===== config.mk =====
export PLATFORM = sky130hd
export DESIGN_NAME = spfp_div_seq_flat
export DESIGN_NICKNAME = d
export VERILOG_FILES = /design/src/rtl/spfp_div_seq_if.sv /design/src/rtl/spfp_div_seq.sv /design/src/flat_wrapper.sv
export SDC_FILE = /design/constraint.sdc
export NUM_CORES = 1
export LEC_CHECK = 0
export CORE_MARGIN = 3
export CORE_UTILIZATION = 55
export CTS_CLUSTER_DIAMETER = 50
export DETAILED_ROUTE_END_ITERATION = 10
export PLACE_DENSITY = 0.87
export SYNTH_ARGS = -nofsm -noshare
export SYNTH_HDL_FRONTEND = slang
export SYNTH_SLANG_ARGS = --single-unit

===== constraint.sdc =====
create_clock -name clk -period 3.3 [get_ports clk]
set_clock_uncertainty 0.15 [all_clocks]
set_input_delay 0.99 -clock clk [delete_from_list [all_inputs] [get_ports clk]]
set_output_delay 0.99 -clock clk [all_outputs]
set_load 0.02 [all_outputs]

===== src/rtl/spfp_div_seq_if.sv =====
// Issue/return channel between the FP controller and the sequential SPFP divider.
interface spfp_div_seq_if #(
  parameter int EXP_W  = 8,
  parameter int MANT_W = 23
);
  localparam int W = 1 + EXP_W + MANT_W;

  logic         start;
  logic [W-1:0] A;
  logic [W-1:0] B;
  logic         busy;
  logic         valid;
  logic [W-1:0] result;
  logic         div_by_zero;

  modport master (output start, A, B, input busy, valid, result, div_by_zero);
  modport slave  (input start, A, B, output busy, valid, result, div_by_zero);
endinterface


===== src/rtl/spfp_div_seq.sv =====
// Sequential single-precision divider: restoring mantissa division one quotient
// bit per clock, then a single normalise/pack cycle. Normal operands, truncation.
//
//   state  | meaning
//   IDLE   | waiting for start; result/div_by_zero hold last value
//   DIVIDE | one restoring-division step per clock, MANT_W+2 steps
//   NORM   | normalise quotient, pack result, pulse valid
module spfp_div_seq #(
  parameter int EXP_W  = 8,
  parameter int MANT_W = 23,
  parameter int BIAS   = 127
) (
  input  logic          clk,
  input  logic          rst,
  spfp_div_seq_if.slave bus
);
  localparam int QW = MANT_W + 2;
  localparam int RW = MANT_W + 3;
  localparam int DW = MANT_W + 1;
  localparam int CW = $clog2(MANT_W + 2);
  localparam logic [CW-1:0]    CNT_LOAD = CW'(MANT_W + 1);
  localparam logic [EXP_W-1:0] BIAS_E   = EXP_W'(BIAS);

  typedef enum logic [1:0] {IDLE, DIVIDE, NORM} state_t;

  state_t state, nextState;

  logic [CW-1:0]    counter;
  logic [RW-1:0]    remReg;
  logic [DW-1:0]    divReg;
  logic [QW-1:0]    quot;
  logic [EXP_W-1:0] expA, expB;
  logic             signReg;
  logic             aZero, bZero;

  logic [RW-1:0]    divExt, remDiff, remNext;
  logic             remGe;
  logic [EXP_W-1:0] expNorm;
  logic [MANT_W-1:0] mantNorm;

  always_ff @(posedge clk) begin
    if (rst) state <= IDLE;
    else     state <= nextState;
  end

  always_comb begin
    nextState = state;
    case (state)
      IDLE:    if (bus.start) nextState = DIVIDE;
      DIVIDE:  if (counter == '0) nextState = NORM;
      NORM:    nextState = IDLE;
      default: nextState = IDLE;
    endcase
  end

  assign bus.busy = (state != IDLE);

  // One restoring step; remainder stays below twice the divisor so the shift never overflows.
  always_comb begin
    divExt  = {{(RW-DW){1'b0}}, divReg};
    remGe   = (remReg >= divExt);
    remDiff = remReg - divExt;
    remNext = remGe ? {remDiff[RW-2:0], 1'b0} : {remReg[RW-2:0], 1'b0};
  end

  // Only the low EXP_W bits of the exponent are packed, so modular arithmetic suffices.
  always_comb begin
    expNorm  = expA - expB + BIAS_E;
    mantNorm = quot[QW-3:0];
    if (quot[QW-1]) begin
      mantNorm = quot[QW-2:1];
    end else begin
      expNorm = expNorm - EXP_W'(1);
    end
  end

  always_ff @(posedge clk) begin
    if (rst) begin
      counter         <= '0;
      remReg          <= '0;
      divReg          <= '0;
      quot            <= '0;
      expA            <= '0;
      expB            <= '0;
      signReg         <= 1'b0;
      aZero           <= 1'b0;
      bZero           <= 1'b0;
      bus.valid       <= 1'b0;
      bus.result      <= '0;
      bus.div_by_zero <= 1'b0;
    end else begin
      bus.valid <= 1'b0;
      case (state)
        IDLE: begin
          if (bus.start) begin
            remReg  <= {2'b00, 1'b1, bus.A[MANT_W-1:0]};
            divReg  <= {1'b1, bus.B[MANT_W-1:0]};
            quot    <= '0;
            counter <= CNT_LOAD;
            expA    <= bus.A[MANT_W +: EXP_W];
            expB    <= bus.B[MANT_W +: EXP_W];
            signReg <= bus.A[MANT_W+EXP_W] ^ bus.B[MANT_W+EXP_W];
            aZero   <= (bus.A[MANT_W +: EXP_W] == '0);
            bZero   <= (bus.B[MANT_W +: EXP_W] == '0);
          end
        end
        DIVIDE: begin
          quot   <= {quot[QW-2:0], remGe};
          remReg <= remNext;
          if (counter != '0) counter <= counter - CW'(1);
        end
        NORM: begin
          bus.valid <= 1'b1;
          if (bZero) begin
            bus.result      <= {signReg, {EXP_W{1'b1}}, {MANT_W{1'b0}}};
            bus.div_by_zero <= 1'b1;
          end else if (aZero) begin
            bus.result      <= {signReg, {EXP_W{1'b0}}, {MANT_W{1'b0}}};
            bus.div_by_zero <= 1'b0;
          end else begin
            bus.result      <= {signReg, expNorm, mantNorm};
            bus.div_by_zero <= 1'b0;
          end
        end
        default: ;
      endcase
    end
  end
endmodule


===== src/flat_wrapper.sv =====
// flat-port wrapper written by rule: the top's interface ports become plain ports
module spfp_div_seq_flat 
#(
  parameter int EXP_W  = 8,
  parameter int MANT_W = 23,
  parameter int BIAS   = 127
)
  (clk, rst, bus_start, bus_A, bus_B, bus_busy, bus_valid, bus_result, bus_div_by_zero);
  spfp_div_seq_if #(.EXP_W(EXP_W), .MANT_W(MANT_W)) bus_i ();
  input  logic clk;
  input  logic rst;
  input wire logic [$bits(bus_i.start)-1:0] bus_start;
  input wire logic [$bits(bus_i.A)-1:0] bus_A;
  input wire logic [$bits(bus_i.B)-1:0] bus_B;
  output wire logic [$bits(bus_i.busy)-1:0] bus_busy;
  output wire logic [$bits(bus_i.valid)-1:0] bus_valid;
  output wire logic [$bits(bus_i.result)-1:0] bus_result;
  output wire logic [$bits(bus_i.div_by_zero)-1:0] bus_div_by_zero;
  assign bus_i.start = bus_start;
  assign bus_i.A = bus_A;
  assign bus_i.B = bus_B;
  assign bus_busy = bus_i.busy;
  assign bus_valid = bus_i.valid;
  assign bus_result = bus_i.result;
  assign bus_div_by_zero = bus_i.div_by_zero;
  spfp_div_seq #(.EXP_W(EXP_W), .MANT_W(MANT_W), .BIAS(BIAS)) u_core (.clk(clk), .rst(rst), .bus(bus_i));
endmodule

==> results_tabular.tex, run 1 <==
\begin{tabular}{lr}
\hline
Metric & Value \\
\hline
\multicolumn{2}{l}{\textbf{Clock tree}} \\
CTS buffer count & 17 \\
Number of buffers on the longest clock path & 2 \\
Post-CTS Resized & 0 \\
Clock network latency to the later pin of the worst-skew pair & 0.43 ns \\
Root Driver & clkbuf\_16 \\
Post-cts hold buffer count & 0 \\
Number of setup buffers added after CTS & 0 \\
Maximum level of the CTS H-tree & 4 \\
CTS tree & built \\
Clock Pin Slew Worst Setup and Hold Paths & 0.06 ns \\
Clk sink count & 135 \\
\multicolumn{2}{l}{\textbf{Pwr}} \\
Sequential share of power & 0.281 \\
Switching pwr & 2.69 mW \\
Total Power Consumption & 6.80 mW \\
Relative contribution of combinational cells to total power & 0.441 \\
VDD IR max & 0.000525 V \\
Leakage power of the design & 3.62 nW \\
Clock group share of total power & 0.279 \\
Sw Ratio & 0.396 \\
Total power divided by cell area & 737 nW/um\^{}2 \\
Internal power contribution & 4.11 mW \\
\multicolumn{2}{l}{\textbf{Route}} \\
Per-cell routed wire length & 16.5 um \\
Count of nets left with antenna violations after detail routing & 0 \\
Number of violations reported at the end of detailed-routing iteration 0 & 658 \\
Metal3 WL & 1.34 mm \\
Met1 WL & 8.58 mm \\
Routed Wire Length & 19.4 mm \\
Routed wire length on met2 & 8.95 mm \\
DRC violation count after routing & 0 \\
Max Used Layer & met4 \\
Via count normalized by instance count & 5.96 \\
Number of detailed-route iterations in the first pass & 5 \\
Via count & 7032 \\
\multicolumn{2}{l}{\textbf{Setup path}} \\
Required arrival time at the worst endpoint & 3.44 ns \\
Chain of cells forming the critical path & inv\_1 -> ha\_1 -> fa\_1 -> nor2b\_1 -> o31ai\_4 -> a21oi\_2 -> o211ai\_2 -> a21o\_1 -> a41oi\_1 -> o31ai\_1 \\
Crit Path Category & register to register \\
Nature of the critical path startpoint & register \\
Slowest cell on the critical path & a21o\_1 \\
Crit-path max cell delay & 0.53 ns \\
Worst Setup End Kind & register \\
Max FO, Critical Path & 24 \\
Crit path DAT & 3.20 ns \\
\multicolumn{2}{l}{\textbf{Layout}} \\
NumNets Final & 1103 \\
Count of non-filler cells in the finished layout & 1179 \\
Area growth from synthesis to layout & 23.6\% \\
Final core utilization & 0.714 \\
Fill cells & 973 \\
Cell area after layout & 9230 um\^{}2 \\
Share of cells above drive strength 1 & 0.103 \\
Count of inserted antenna diode cells & 0 \\
\multicolumn{2}{l}{\textbf{Synthesis}} \\
Cell Area, Synth & 7470 um\^{}2 \\
Number of enable flip-flop cells after synthesis & 0 \\
Per-instance average area after synthesis & 8.23 um\^{}2 \\
Fraction of synthesized cell area in xor and xnor cells & 0.0422 \\
Combinational family with the most area after synthesis & compound AO/OA/AOI/OAI gates \\
Simple logic cell fraction of the synthesized area & 0.185 \\
Flip-flop and latch count after synthesis & 135 \\
Count of cell types in the netlist & 77 \\
Adder and majority gate portion of the synthesized area & 0.0724 \\
Share of synthesized area occupied by flip-flops and latches & 0.362 \\
Yosys Warn Count & 0 \\
Post-synth net total & 1016 \\
Number of cells produced by synthesis & 907 \\
Portion of netlist area occupied by mux cells & 0.0414 \\
Synth async-reset ratio & 0 \\
Post-synthesis compound-gate area fraction & 0.243 \\
Most used flip-flop cell after synthesis & dfxtp\_1 \\
\multicolumn{2}{l}{\textbf{Placement}} \\
Post-DP HPWL & 13.5 mm \\
Post-Place Cell Area & 8640 um\^{}2 \\
Placed cell count & 1147 \\
DP Worst Slack & 0.333 ns \\
Final weighted congestion of routability-driven global placement & 0.977 \\
Count of buffers inserted at the top-level ports & 101 \\
\multicolumn{2}{l}{\textbf{Die}} \\
Floorplan row count & 41 \\
Count of boundary I/O pins & 102 \\
Die span in y & 123 um \\
Area enclosed by the die boundary & 15000 um\^{}2 \\
Effective utilization at floorplan & 0.578 \\
Std-Cell Core Area & 12900 um\^{}2 \\
Die width & 123 um \\
\multicolumn{2}{l}{\textbf{Timing}} \\
Minimum clock period after layout & 3.07 ns \\
Final number of setup-violating endpoints & 0 \\
Worst-Margin Slew & 0.897 ns \\
Max-slew violation total from the final report & 0 \\
Highest attainable clock frequency & 326 MHz \\
Portion of the clock cycle consumed by the worst path in the final layout & 0.929 \\
Final count of hold timing violations & 0 \\
Final setup slack of the worst path & 0.233 ns \\
Summed negative setup slack over all endpoints & 0 ns \\
Worst hold slack & 0.305 ns \\
Setup repair after global routing missed its margin & false \\
Headroom to the max-slew limit & 0.402 \\
\multicolumn{2}{l}{\textbf{GRT}} \\
Total gr overflow & 0 \\
Number of antenna violations at the first check in global routing & 0 \\
Total global routing track utilization & 0.262 \\
Maximum number of pins on one net before global-route repair & 61 \\
Via count of the first global-routing pass & 6583 \\
Wire length of the first global-routing pass & 31.6 mm \\
\multicolumn{2}{l}{\textbf{Worst hold path}} \\
Path category of the worst min-delay check & register to register \\
\multicolumn{2}{l}{\textbf{Status}} \\
Result of the run & finished clean \\
\multicolumn{2}{l}{\textbf{Flow run}} \\
Number of max-cap violations & 0 \\
\hline
\end{tabular}
cells in the mapped netlist, types with 6 or more instances:
library cell,number,area share
a211oi_1,7,0.0070
a21o_1,13,0.013
a21oi_1,87,0.058
a22o_1,24,0.028
a22oi_1,23,0.023
a31oi_1,15,0.013
and3_1,6,0.0050
buf_1,11,0.0055
clkbuf_1,34,0.017
dfxtp_1,135,0.36
ha_1,40,0.067
inv_1,46,0.023
mux2_2,23,0.035
nand2_1,149,0.075
nand2b_1,7,0.0059
nand3_1,26,0.017
nor2_1,62,0.031
nor2b_1,6,0.0050
nor3_1,12,0.0080
nor4_1,9,0.0075
o21a_1,8,0.0080
o21ai_0,26,0.017
xnor2_1,22,0.026
xor2_1,14,0.016
power groups by stage:
| stage | Clock (mW) | Combinational (mW) | Sequential [mW] |
|---|---|---|---|
| floorplan | 0 | 2.26 | 1.91 |
| global placement | 0 | 2.86 | 1.93 |
| detailed placement | 0 | 2.90 | 1.94 |
| CTS | 1.91 | 2.93 | 1.90 |
| global route | 1.99 | 3.27 | 1.92 |
| finish | 1.89 | 3.00 | 1.91 |
registers in the layout, indices dropped and copies added, names as in the netlist:
signal	count
u_core.divReg	24
u_core.counter	5
u_core.aZero	1
u_core.signReg	1
u_core.bZero	1
u_core.expB	8
u_core.quot	25
u_core.bus.result	32
u_core.state	2
u_core.expA	8
u_core.remReg	26
u_core.bus.valid	1
u_core.bus.div_by_zero	1
layout make-up:
class	instances	area [um^2]	share of cell area
multi-input combinational	672	4370	0.474
inverter	46	173	0.0187
clock inverter	13	148	0.0160
timing repair buffer	122	1180	0.127
sequential	135	2700	0.293
tap	172	215	0.0233
clock buffer	19	443	0.0480
critical path, delay by kind of cell, from the launching register on:
kind	cells	cell delay (ns)
AOI/OAI and AO/OA	6	1.54
adders and majority gates	2	0.60
buffers and inverters	1	0.06
DFF	1	0.33
and+or+nand+nor	1	0.25
cell usage in the layout, fill, tap and decap left out, types with 24 or more instances in the layout:
cell type | netlist | final
clkdlybuf4s50_1 | 0 | 100
a21oi_1 | 87 | 87
inv_1 | 46 | 46
nand3_1 | 26 | 26
dfxtp_1 | 135 | 135
a22o_1 | 24 | 24
nand2_1 | 149 | 148
ha_1 | 40 | 40
nor2_1 | 62 | 61
o21ai_0 | 26 | 26
path summary, 6_finish.rpt:
check | start | end | slack, ns | cells after the start
worst max-delay path | u_core.remReg[0] | u_core.remReg[21] | 0.23 | 10
worst min register to register | u_core.divReg[17] | u_core.divReg[17] | 0.31 | 2
worst max register to register | u_core.remReg[0] | u_core.remReg[21] | 0.23 | 10
worst min-delay path | u_core.divReg[17] | u_core.divReg[17] | 0.31 | 2
metal layers:
metal	vias to the layer above	global-route usage
met5	-	0
met2	278	0.415
met4	0	0.110
met1	3306	0.349
li1	3400	-
met3	48	0.0525
kinds of logic after synthesis:
family                   Yosys count
adder cells (fa/ha/maj)           42
AND/OR/NAND/NOR                  304
multiplexers                      28
buffers and inverters            100
AO/OA/AOI/OAI                    262
XOR/XNOR                          36
flip-flops                       135
Power figures use the tool's default switching activity.
==> run 2, diff against run 1 <==
GPL_ROUTABILITY_DRIVEN = 0   (was unset)
==> results_tabular.tex, run 2 (synthesis results as in run 1) <==
\begin{tabular}{lr}
\hline
Metric & Value \\
\hline
\multicolumn{2}{l}{\textbf{Layout}} \\
Most frequent standard cell in the layout excluding fill and tap cells & nand2\_1 \\
Commonest non-fill, non-tap cells in the layout & nand2\_1, dfxtp\_1, clkdlybuf4s50\_1, a21oi\_1, nor2\_1 \\
Register name with the most flops & u\_core.bus.result \\
Fill cells & 942 (-3.2\%) \\
Count of inserted antenna diode cells & 0 (unchanged) \\
NumNets Final & 1103 (unchanged) \\
Share of cells above drive strength 1 & 0.103 (unchanged) \\
Leading registers by flop count & u\_core.bus.result x32, u\_core.remReg x26, u\_core.quot x25 \\
Area growth from synthesis to layout & 23.7\% \\
Flip-flop count of the largest register after layout & 32 (unchanged) \\
\multicolumn{2}{l}{\textbf{Setup path}} \\
Required arrival time at the worst endpoint & 3.45 ns (about the same) \\
Slowest cell on the critical path & fa\_1 \\
Buffers \& Inverters on Critical Path & 2 (+1) \\
Family with the most delay on the worst path & compound AO/OA/AOI/OAI gates \\
Max FO, Critical Path & 14 (-42\%) \\
Chain of cells forming the critical path & inv\_1 -> ha\_1 -> fa\_1 -> nor2b\_1 -> o31ai\_4 -> a21oi\_2 -> o211ai\_2 -> a21o\_1 -> buf\_4 -> a41oi\_1 -> o21ai\_1 \\
Crit path DAT & 3.20 ns (about the same) \\
Nature of the critical path startpoint & register \\
Worst Setup End Kind & register \\
Crit-path max cell delay & 0.42 ns (-0.11 ns) \\
Crit Path Category & register to register \\
\multicolumn{2}{l}{\textbf{Die}} \\
Die width & 123 um (unchanged) \\
Effective utilization at floorplan & 0.578 (unchanged) \\
Floorplan row count & 41 (unchanged) \\
Count of boundary I/O pins & 102 (unchanged) \\
Area enclosed by the die boundary & 15000 um\^{}2 (unchanged) \\
Die span in y & 123 um (unchanged) \\
Std-Cell Core Area & 12900 um\^{}2 (unchanged) \\
\multicolumn{2}{l}{\textbf{Timing}} \\
Worst-Margin Slew & 0.922 ns (+0.0247 ns) \\
Final count of hold timing violations & 0 (unchanged) \\
Final number of setup-violating endpoints & 0 (unchanged) \\
Worst hold slack & 0.305 ns (-0.000640 ns) \\
Headroom to the max-slew limit & 0.385 (-0.0165) \\
Summed negative setup slack over all endpoints & 0 ns (unchanged) \\
Highest attainable clock frequency & 328 MHz (+0.53\%) \\
Setup repair after global routing missed its margin & false \\
Max-slew violation total from the final report & 0 (unchanged) \\
Minimum clock period after layout & 3.05 ns (-0.0163 ns) \\
Portion of the clock cycle consumed by the worst path in the final layout & 0.924 (-0.00494) \\
\multicolumn{2}{l}{\textbf{Route}} \\
Via count normalized by instance count & 6.02 (+0.97\%) \\
Number of violations reported at the end of detailed-routing iteration 0 & 561 (-15\%) \\
Routed Wire Length & 19.7 mm (+1.3\%) \\
DRC violation count after routing & 0 (unchanged) \\
Per-cell routed wire length & 16.7 um (+1.3\%) \\
Count of nets left with antenna violations after detail routing & 0 (unchanged) \\
Via count & 7100 (+0.97\%) \\
Number of detailed-route iterations in the first pass & 5 (unchanged) \\
\multicolumn{2}{l}{\textbf{Clock tree}} \\
Number of setup buffers added after CTS & 0 (unchanged) \\
Post-CTS Resized & 0 (unchanged) \\
Number of buffers on the longest clock path & 2 (unchanged) \\
Clock network latency to the later pin of the worst-skew pair & 0.43 ns (about the same) \\
Root Driver & clkbuf\_16 \\
Clock Pin Slew Worst Setup and Hold Paths & 0.06 ns (about the same) \\
CTS buffer count & 17 (unchanged) \\
Clk sink count & 135 (unchanged) \\
Post-cts hold buffer count & 0 (unchanged) \\
CTS tree & built \\
Maximum level of the CTS H-tree & 4 (unchanged) \\
\multicolumn{2}{l}{\textbf{Pwr}} \\
Total power divided by cell area & 743 nW/um\^{}2 (+0.88\%) \\
VDD IR max & 0.000374 V (-29\%) \\
Total Power Consumption & 6.87 mW (+1.0\%) \\
Leakage power of the design & 3.63 nW (+0.34\%) \\
\multicolumn{2}{l}{\textbf{GRT}} \\
Total global routing track utilization & 0.268 (+0.00554) \\
Number of antenna violations at the first check in global routing & 0 (unchanged) \\
Total gr overflow & 0 (unchanged) \\
Maximum number of pins on one net before global-route repair & 86 (+41\%) \\
Wire length of the first global-routing pass & 32.1 mm (+1.4\%) \\
Via count of the first global-routing pass & 6783 (+3.0\%) \\
\multicolumn{2}{l}{\textbf{Status}} \\
Result of the run & finished clean \\
\multicolumn{2}{l}{\textbf{Worst hold path}} \\
Path category of the worst min-delay check & register to register \\
\multicolumn{2}{l}{\textbf{Placement}} \\
Post-DP HPWL & 13.6 mm (+0.29\%) \\
Count of buffers inserted at the top-level ports & 101 (unchanged) \\
\multicolumn{2}{l}{\textbf{Flow run}} \\
Number of max-cap violations & 0 (unchanged) \\
\hline
\end{tabular}
## run 2: cell types whose count changed in the layout (fill, tap and decap cells not counted)
cell | before | now
clkinvlp_4 | 3 | 1
clkinv_2 | 2 | 3
buf_4 | 20 | 19
clkinv_4 | 4 | 3
inv_6 | 1 | 3
buf_12 | 1 | 2
## run 2: power breakdown
group / leakage, nW / switching (mW) / internal [mW]
Clock: 0.290 / 0.751 / 1.14
Combinational: 2.24 / 1.85 / 1.21
Sequential: 1.10 / 0.127 / 1.79
## run 2: layer usage
metal | up-vias | share of wire | routed length (um) | global-route usage
met5 | - | 0 | 0 | 0
met3 | 53 | 0.083 | 1630 | 0.0756
met4 | 0 | 0.023 | 462 | 0.100
li1 | 3403 | - | - | -
met2 | 327 | 0.47 | 9330 | 0.436
met1 | 3317 | 0.42 | 8250 | 0.338
## run 2: worst min-delay path: stages, from the launching register on
cell and delay [ns]:
dfxtp_1 0.31, nand2_1 0.05, a21oi_1 0.05
## run 2: per-stage QoR
stage | cells | utilization | setup WS, ns | area [um^2]
final | 1179 | 0.715 | 0.250 | 9240
after detailed placement | 1147 | 0.669 | 0.361 | 8650
after CTS | 1179 | 0.715 | 0.281 | 9240
after global placement | 1147 | 0.669 | 0.479 | 8650
after global routing | 1179 | 0.715 | 0.135 | 9240
after floorplan | 907 | - | 0.764 | 7470
## run 2: worst paths after layout
check                         from                end  slack (ns)  cells after the start
hold / removal      u_core.expB[2]     u_core.expB[2]        0.30                      2
hold reg to reg     u_core.expB[2]     u_core.expB[2]        0.30                      2
setup reg to reg  u_core.remReg[0]  u_core.remReg[18]        0.25                     11
setup / recovery  u_core.remReg[0]  u_core.remReg[18]        0.25                     11
## run 2: cell type report
type | count | area, um^2 | share of cell area
well taps | 172 | 215 | 0.0233
multi-input cells | 672 | 4370 | 0.473
flip-flops and latches | 135 | 2700 | 0.292
clock buffers | 19 | 443 | 0.0479
inverters | 46 | 173 | 0.0187
clock inverters | 13 | 146 | 0.0158
repair buffers | 122 | 1190 | 0.129
